File: src/rtl/wb8_tc_responder.sv
// wb8_tc_responder: 8-bit Wishbone-classic slave around a 16-bit timer/counter with compare
// toggle output and level IRQ. Defining WB8_TC_CAPTURE_EN adds synchronized input capture on tc_ic.
module wb8_tc_responder #(
  parameter logic [7:0]  PRESC_RST = 8'h00,
  parameter logic [15:0] TOP_RST   = 16'hFFFF,
  parameter logic [15:0] CMP_RST   = 16'hFFFF
) (
  input  logic       clk,
  input  logic       resetn,
  input  logic       wb_cyc_i,
  input  logic       wb_stb_i,
  input  logic       wb_we_i,
  input  logic [7:0] wb_adr_i,
  input  logic [7:0] wb_dat_i,
  output logic [7:0] wb_dat_o,
  output logic       wb_ack_o,
  input  logic       tc_ic,
  output logic       tc_oc,
  output logic       tc_int
);

  localparam logic [3:0] A_CTRL   = 4'h0;
  localparam logic [3:0] A_PRESC  = 4'h1;
  localparam logic [3:0] A_TOP_L  = 4'h2;
  localparam logic [3:0] A_TOP_H  = 4'h3;
  localparam logic [3:0] A_CMP_L  = 4'h4;
  localparam logic [3:0] A_CMP_H  = 4'h5;
  localparam logic [3:0] A_CNT_L  = 4'h6;
  localparam logic [3:0] A_CNT_H  = 4'h7;
  localparam logic [3:0] A_CAP_L  = 4'h8;
  localparam logic [3:0] A_CAP_H  = 4'h9;
  localparam logic [3:0] A_STATUS = 4'hA;

  logic        access, wr, rd;
  logic [3:0]  adr;
  logic [3:0]  unused_adr;
  logic [7:0]  rd_data;
  logic        en, oc_en, ie_ovf, ie_cmp, ie_cap;
  logic [7:0]  presc, presc_cnt;
  logic [15:0] top, cmp, cnt, cap;
  logic [7:0]  cnt_h_shadow;
  logic [2:0]  status, status_set, status_clr;
  logic        clr_wr, tick, wrap, ovf_set, cmp_set, cap_evt;

  // A held strobe is only accepted while ack is low, so each ack retires exactly one access.
  assign access     = wb_cyc_i & wb_stb_i & ~wb_ack_o;
  assign wr         = access & wb_we_i;
  assign rd         = access & ~wb_we_i;
  assign adr        = wb_adr_i[3:0];
  assign unused_adr = wb_adr_i[7:4];

  always_comb begin
    rd_data = 8'h00;
    case (adr)
      A_CTRL:   rd_data = {2'b00, ie_cap, 1'b0, ie_cmp, ie_ovf, oc_en, en};
      A_PRESC:  rd_data = presc;
      A_TOP_L:  rd_data = top[7:0];
      A_TOP_H:  rd_data = top[15:8];
      A_CMP_L:  rd_data = cmp[7:0];
      A_CMP_H:  rd_data = cmp[15:8];
      A_CNT_L:  rd_data = cnt[7:0];
      A_CNT_H:  rd_data = cnt_h_shadow;
      A_CAP_L:  rd_data = cap[7:0];
      A_CAP_H:  rd_data = cap[15:8];
      A_STATUS: rd_data = {5'b00000, status};
      default:  rd_data = 8'h00;
    endcase
  end

  always_ff @(posedge clk or negedge resetn) begin
    if (!resetn) begin
      wb_ack_o <= 1'b0;
      wb_dat_o <= 8'h00;
    end else begin
      wb_ack_o <= access;
      if (access) wb_dat_o <= wb_we_i ? 8'h00 : rd_data;
    end
  end

  always_ff @(posedge clk or negedge resetn) begin
    if (!resetn) begin
      en     <= 1'b0;
      oc_en  <= 1'b0;
      ie_ovf <= 1'b0;
      ie_cmp <= 1'b0;
      presc  <= PRESC_RST;
      top    <= TOP_RST;
      cmp    <= CMP_RST;
    end else if (wr) begin
      case (adr)
        A_CTRL: begin
          en     <= wb_dat_i[0];
          oc_en  <= wb_dat_i[1];
          ie_ovf <= wb_dat_i[2];
          ie_cmp <= wb_dat_i[3];
        end
        A_PRESC: presc      <= wb_dat_i;
        A_TOP_L: top[7:0]   <= wb_dat_i;
        A_TOP_H: top[15:8]  <= wb_dat_i;
        A_CMP_L: cmp[7:0]   <= wb_dat_i;
        A_CMP_H: cmp[15:8]  <= wb_dat_i;
        default: ;
      endcase
    end
  end

  // >= rather than == so a PRESC lowered below the running prescaler still ticks promptly.
  assign clr_wr  = wr && (adr == A_CTRL) && wb_dat_i[4];
  assign tick    = en && (presc_cnt >= presc) && !clr_wr;
  assign wrap    = (cnt == top) || (cnt == 16'hFFFF);
  assign ovf_set = tick && wrap;
  assign cmp_set = tick && (cnt == cmp);

  always_ff @(posedge clk or negedge resetn) begin
    if (!resetn) begin
      presc_cnt <= 8'h00;
      cnt       <= 16'h0000;
      tc_oc     <= 1'b0;
    end else if (clr_wr) begin
      presc_cnt <= 8'h00;
      cnt       <= 16'h0000;
    end else if (en) begin
      if (tick) begin
        presc_cnt <= 8'h00;
        cnt       <= wrap ? 16'h0000 : cnt + 16'h0001;
        if (cmp_set && oc_en) tc_oc <= ~tc_oc;
      end else begin
        presc_cnt <= presc_cnt + 8'h01;
      end
    end
  end

  // Hardware sets are OR-ed in after the W1C mask so a same-edge set survives the clear.
  assign status_set = {cap_evt, cmp_set, ovf_set};
  assign status_clr = (wr && (adr == A_STATUS)) ? wb_dat_i[2:0] : 3'b000;

  always_ff @(posedge clk or negedge resetn) begin
    if (!resetn) begin
      status       <= 3'b000;
      tc_int       <= 1'b0;
      cnt_h_shadow <= 8'h00;
    end else begin
      status <= (status & ~status_clr) | status_set;
      tc_int <= |(status & {ie_cap, ie_cmp, ie_ovf});
      if (rd && (adr == A_CNT_L)) cnt_h_shadow <= cnt[15:8];
    end
  end

`ifdef WB8_TC_CAPTURE_EN
  // ic_sync[1:0] is the synchronizer; ic_sync[2] is history for rising-edge detection.
  logic [2:0] ic_sync;
  logic       ie_cap_q;

  always_ff @(posedge clk or negedge resetn) begin
    if (!resetn) begin
      ic_sync  <= 3'b000;
      cap      <= 16'h0000;
      ie_cap_q <= 1'b0;
    end else begin
      ic_sync <= {ic_sync[1:0], tc_ic};
      if (cap_evt) cap <= cnt;
      if (wr && (adr == A_CTRL)) ie_cap_q <= wb_dat_i[5];
    end
  end

  assign cap_evt = ic_sync[1] & ~ic_sync[2];
  assign ie_cap  = ie_cap_q;
`else
  logic unused_ic;
  assign unused_ic = tc_ic;
  assign cap_evt   = 1'b0;
  assign cap       = 16'h0000;
  assign ie_cap    = 1'b0;
`endif

endmodule

File: config.mk
export PLATFORM = sky130hd
export DESIGN_NAME = wb8_tc_responder
export DESIGN_NICKNAME = d
export VERILOG_FILES = /design/src/rtl/wb8_tc_responder.sv
export SDC_FILE = /design/constraint.sdc
export NUM_CORES = 1
export LEC_CHECK = 0
export BUFFER_PORTS_ARGS = -buffer_cell sky130_fd_sc_hd__buf_2
export CAP_MARGIN = 20
export CORE_MARGIN = 2
export CORE_UTILIZATION = 24
export DETAILED_ROUTE_END_ITERATION = 12
export GPL_TIMING_DRIVEN = 0
export PLACE_DENSITY = 0.44
export SLEW_MARGIN = 20
export SYNTH_ARGS = -nofsm -noshare
export SYNTH_HDL_FRONTEND = slang
export SYNTH_SLANG_ARGS = --single-unit
File: constraint.sdc
create_clock -name clk -period 5.4 [get_ports clk]
set_clock_uncertainty 0.1 [all_clocks]
set_input_delay 0.54 -clock clk [delete_from_list [all_inputs] [get_ports clk]]
set_output_delay 0.54 -clock clk [all_outputs]
set_load 0.05 [all_outputs]
* Word level (Yosys, flattened, before mapping)
Cells that the tools add are included.
** Storage, ports and cells
- Word-level logic and storage cells :: 76
- Input bits :: 22
- Flip-flop bits (word level) :: 90
** Operators by class
- Eq/ne operators :: 11
- Bitwise operators :: 12
- Order comparisons :: 1
- Reduce and logical (&&, ||, !) cells :: 23
- Mux-type cells :: 10
- $add $sub $neg :: 2
** Operators by type and width (number)
- $pmux 8 s9 :: 1
- $mux 16 :: 4
- $eq 16x16->1 :: 2
- $mux 8 :: 4
- $add 16x1->16 const B :: 1
- $eq 16x16->1 const B :: 1
- $eq 4x3->1 const B :: 4
- $reduce_and 2->1 :: 7
- $logic_and 1x1->1 :: 9
- $add 8x1->8 const B :: 1
- $eq 4x2->1 const B :: 2
- $ge 8x8->1 :: 1
- $and 1x1->1 :: 4
- $eq 4x1->1 const B :: 1
- $eq 4x4->1 const B :: 1
- $logic_not 4->1 :: 1
- $not 1->1 :: 4
- $reduce_and 4->1 :: 1
- $reduce_bool 2->1 :: 2
- $and 3x2->3 :: 1
- $and 3x3->3 :: 1
- $mux 3 :: 1
- $not 3->3 :: 1
- $or 3x2->3 :: 1
- other kinds (3) :: 3

* Longest topological paths before layout
- Word-level depth :: 10
- Depth in mapped cells :: 9
- Mapped depth without buffers :: 7

* Worst setup path before layout
No wires, ideal clock.
- Kind :: register to register
- From :: reg presc_cnt[2]
- To :: reg tc_oc
- Buffers on the path :: 1
- Cell stages (with the launch flop) :: 8
- Data arrival time :: 1.821 ns
- Setup slack :: 3.397 ns
- Library setup time :: 0.082 ns
- Cells stage by stage :: dfrtp_1 ha_1 and3_1 o21ai_1 a311o_1 buf_6 a2111oi_4 xor2_1
** On the way
- Longest elaborated chain between the ends :: 6
** Ends and longest elaborated chain
- from (decl) :: RTL line 39 : logic [7:0] presc, presc_cnt;
- from (signal assigned) :: RTL line 128 : presc_cnt <= presc_cnt + 8'h01;
- $ge 8x8->1 (*) :: RTL line 109 : assign tick = en && (presc_cnt >= presc) && !clr_wr;
- $logic_and 1x1->1 (*) (2 in a row) :: RTL line 109
- $logic_and 1x1->1 :: RTL line 112 : assign cmp_set = tick && (cnt == cmp);
- $logic_and 1x1->1 :: RTL line 126 : if (cmp_set && oc_en) tc_oc <= ~tc_oc;
- $reduce_and 4->1 (no line) (*)
- to (signal assigned) :: RTL line 126
- to (decl) :: RTL line 18 : output logic tc_oc,
Mark *: on every way between the ends. The rest lies on a longest branch, timed or not.
A chain may end at the register's enable or synchronous reset.

* Worst setup path after layout
- From :: reg presc_cnt[1]
- To :: reg status[0]
** On the way
- Longest elaborated chain between the ends :: 5
** Ends and longest elaborated chain
- $ge 8x8->1 :: RTL line 109
- $logic_and 1x1->1 (2 in a row) :: RTL line 109
- $logic_and 1x1->1 :: RTL line 111 : assign ovf_set = tick && wrap;
- $or 3x2->3 :: RTL line 143 : status <= (status & ~status_clr) | status_set;
- to (signal assigned) :: RTL line 143
- to (decl) :: RTL line 42 : logic [2:0] status, status_set, status_clr;
No other way between the ends.

==> results_dict.tcl <==
set metrics [dict create \
    status "complete, no violations" \
    synth_top_area_share_pct 27.0 \
    drt.antenna.violating_nets 0 \
    firstDrtPassIters 7 \
    cts_hold_buf 1 \
    cts_tree "yes" \
    period_needed_ns 2.70 \
    path_class "flop to flop" \
    nets 572 \
    clkSinkCount 90 \
    die_w_um 154 \
    postCtsSetupBuffers 0 \
    crit_arrival_ns 2.87 \
    antenna_found_initial 0 \
    routed_via_density 5.07 \
    worst_pin_slew_ns 0.797 \
    area_growth_pct 15.0 \
    ioPinCount 33 \
    core_area_um2 21900 \
    synth_nets 532 \
    fin_tns_setup_ns 0 \
    grt_use_total_pct 14.4 \
    initial_core_util_pct 24.6 \
    synth_edf_count 0 \
    io_buffers 27 \
    cts_resized 0 \
    rows 54 \
    powerDensity_nw_per_um2 300 \
    synthCells 500 \
    synth_area_per_cell_um2 10.8 \
    place_area_um2 5900 \
    clock_latency_ns 0.35 \
    yosysSeqAreaShare_pct 42.6 \
    hold_violations 0 \
    vdd_ir_drop_max_uv 134 \
    register_area_um2 2290 \
    multiInputGateArea_um2 2800 \
    slew_violations 0 \
    synth_top_area_cell "dfrtp_1" \
    fin_cells 825 \
    cts-root-buf "clkbuf_16" \
    synth_top_cells_by_count "58 x dfrtp_1, 48 x mux2_2, 33 x nand2_1" \
    min_period_over_period_pct 50.0 \
    ys_async_sr_fraction_pct 100 \
    dp_cells 808 \
    die_height_um 154 \
    synth_seq_cells 90 \
    max_freq_mhz 371 \
    h-tree-depth 3 \
    start_kind "flop" \
    clkSlewWorstSetupHoldPaths_ns 0.07 \
    grt_max_degree 65 \
    synth_area_leaders "dfrtp_1 27%, dfstp_2 16%, mux2_2 10%" \
    maxCapViolations 0 \
    dp_hpwl_mm 12.4 \
    diodes 0 \
    wl_per_cell_um 19.8 \
    synth-main-ff-cell "dfrtp_1" \
    clk_path_buf_depth 2 \
    hp-class "flop to flop" \
    place_congestion 0.868 \
    drive_gt1_share_pct 30.8 \
    finalSetupViolations 0 \
    final_cell_area_um2 6190 \
    synth_area_um2 5380 \
    yosys_warnings 0 \
    rsz0062_at_grt "false" \
    grt_pass1_wl_mm 26.1 \
    cp-end-kind "flop" \
    synth_most_common_cell "dfrtp_1" \
    grt_pass1_vias 4312 \
    yosys.cell_types.count 68 \
    cts_buffers 9 \
    n_fill_cell 2352 \
    drtIter0Drc 279 \
    vias 4181 \
    worstPathRequired_ns 5.57 \
    relSlewSlack_pct 46.5 \
    p_leak_nw 2.66 \
    drc_errors 0 \
    grt-ovfl-total 0 \
    critPathMaxFanout 10 \
    routed_wl_mm 16.4 \
    dieArea_um2 23600 \
]
[worst paths after layout]
kind / from / endpoint / slack [ns] / cells past startpoint
min reg2reg: tc_oc$_DFFE_PN0P_ / tc_oc$_DFFE_PN0P_ / 0.36 / 1
min in group asynchronous: resetn / cnt[6]$_DFFE_PN0P_ / 0.52 / 2
min: tc_oc$_DFFE_PN0P_ / tc_oc$_DFFE_PN0P_ / 0.36 / 1
max: presc_cnt[1]$_DFFE_PN0P_ / status[0]$_DFF_PN0_ / 2.70 / 7
max reg2reg: presc_cnt[1]$_DFFE_PN0P_ / status[0]$_DFF_PN0_ / 2.70 / 7
max in group asynchronous: resetn / cmp[10]$_DFFE_PN1P_ / 4.03 / 3
[where the power goes]
group | switching, mW | total, mW | internal, mW | leakage (nW)
Clock | 0.282 | 0.600 | 0.318 | 0.135
Combinational | 0.230 | 0.401 | 0.171 | 1.43
Sequential | 0.0903 | 0.856 | 0.766 | 1.09
Total | 0.603 | 1.86 | 1.25 | 2.66
[through the flow]
step	setup WS [ns]	utilization, %	hold slack [ns]	power (mW)
CTS	2.58	28.3	0.364	1.88
detailed placement	2.59	27.0	0.333	1.27
global placement	2.74	26.8	0.354	1.26
floorplan	3.40	-	0.144	1.12
finish	2.70	28.3	0.363	1.86
global route	2.52	28.3	0.393	1.97
[placed cells by master, fill, tap and decap left out, types with 6 or more instances in the layout]
cell type   n
mux2_1      9
o211ai_1    8
ha_1       10
nor3_1      7
and3_1      6
nor2b_1     8
a22oi_1     6
o2111ai_1  10
clkbuf_1    6
nand2_1    33
nand4_1    28
a21oi_1     7
xor2_1     32
inv_1      18
o21ai_0    11
buf_2      45
clkbuf_16   9
mux2i_1     9
nor4_1      9
nor2_1     18
mux2_2     48
buf_6       8
dfrtp_1    58
dfstp_2    32
nand3_1    27
o2bb2ai_1   6
xnor2_1     6
[registers in the layout, indices dropped and copies added, names as in the netlist]
| name | count |
|---|---|
| ie_ovf | 1 |
| cmp | 16 |
| tc_oc | 1 |
| cnt_h_shadow | 8 |
| status | 3 |
| cnt | 16 |
| en | 1 |
| wb_dat_o | 8 |
| top | 16 |
| ie_cmp | 1 |
| oc_en | 1 |
| presc | 8 |
| wb_ack_o | 1 |
| presc_cnt | 8 |
| tc_int | 1 |
[worst max-delay path, stage by stage (launching register included)]
cell       delay, ns
dfrtp_1         0.44
ha_1            0.31
nor2b_1         0.14
o211ai_1        0.12
a311oi_1        0.73
buf_2           0.36
o21ai_1         0.19
o2bb2ai_1       0.21
[per-layer routing]
layer	part of all wire [%]	vias up	global-route usage [%]
li1	-	1940	-
met2	45	128	21.8
met1	48	2087	20.5
met3	4.2	26	2.11
met4	3.0	0	5.81
met5	0	-	0
[area by class of cell]
class / count / area share [%]
multi-input cells: 357 / 45.2
repair buffers: 29 / 2.89
clock inverters: 6 / 0.808
well taps: 280 / 5.66
plain buffers: 34 / 3.54
flip-flops and latches: 90 / 37.0
clock buffers: 10 / 3.70
inverters: 19 / 1.15
[kinds of logic (layout without fill, tap and decap cells)]
| kind of cell | count (synthesis) | count (layout) | share of synthesized area [%] |
|---|---|---|---|
| and+or+nand+nor | 159 | 159 | 17.0 |
| buffers and inverters | 53 | 98 | 5.39 |
| muxes | 67 | 67 | 14.0 |
| adders and majority gates | 10 | 10 | 2.32 |
| AOI/OAI and AO/OA | 81 | 81 | 11.7 |
| xor gates and xnor gates | 40 | 40 | 7.00 |
| DFF | 90 | 90 | 42.6 |
Power figures use the tool's default switching activity.
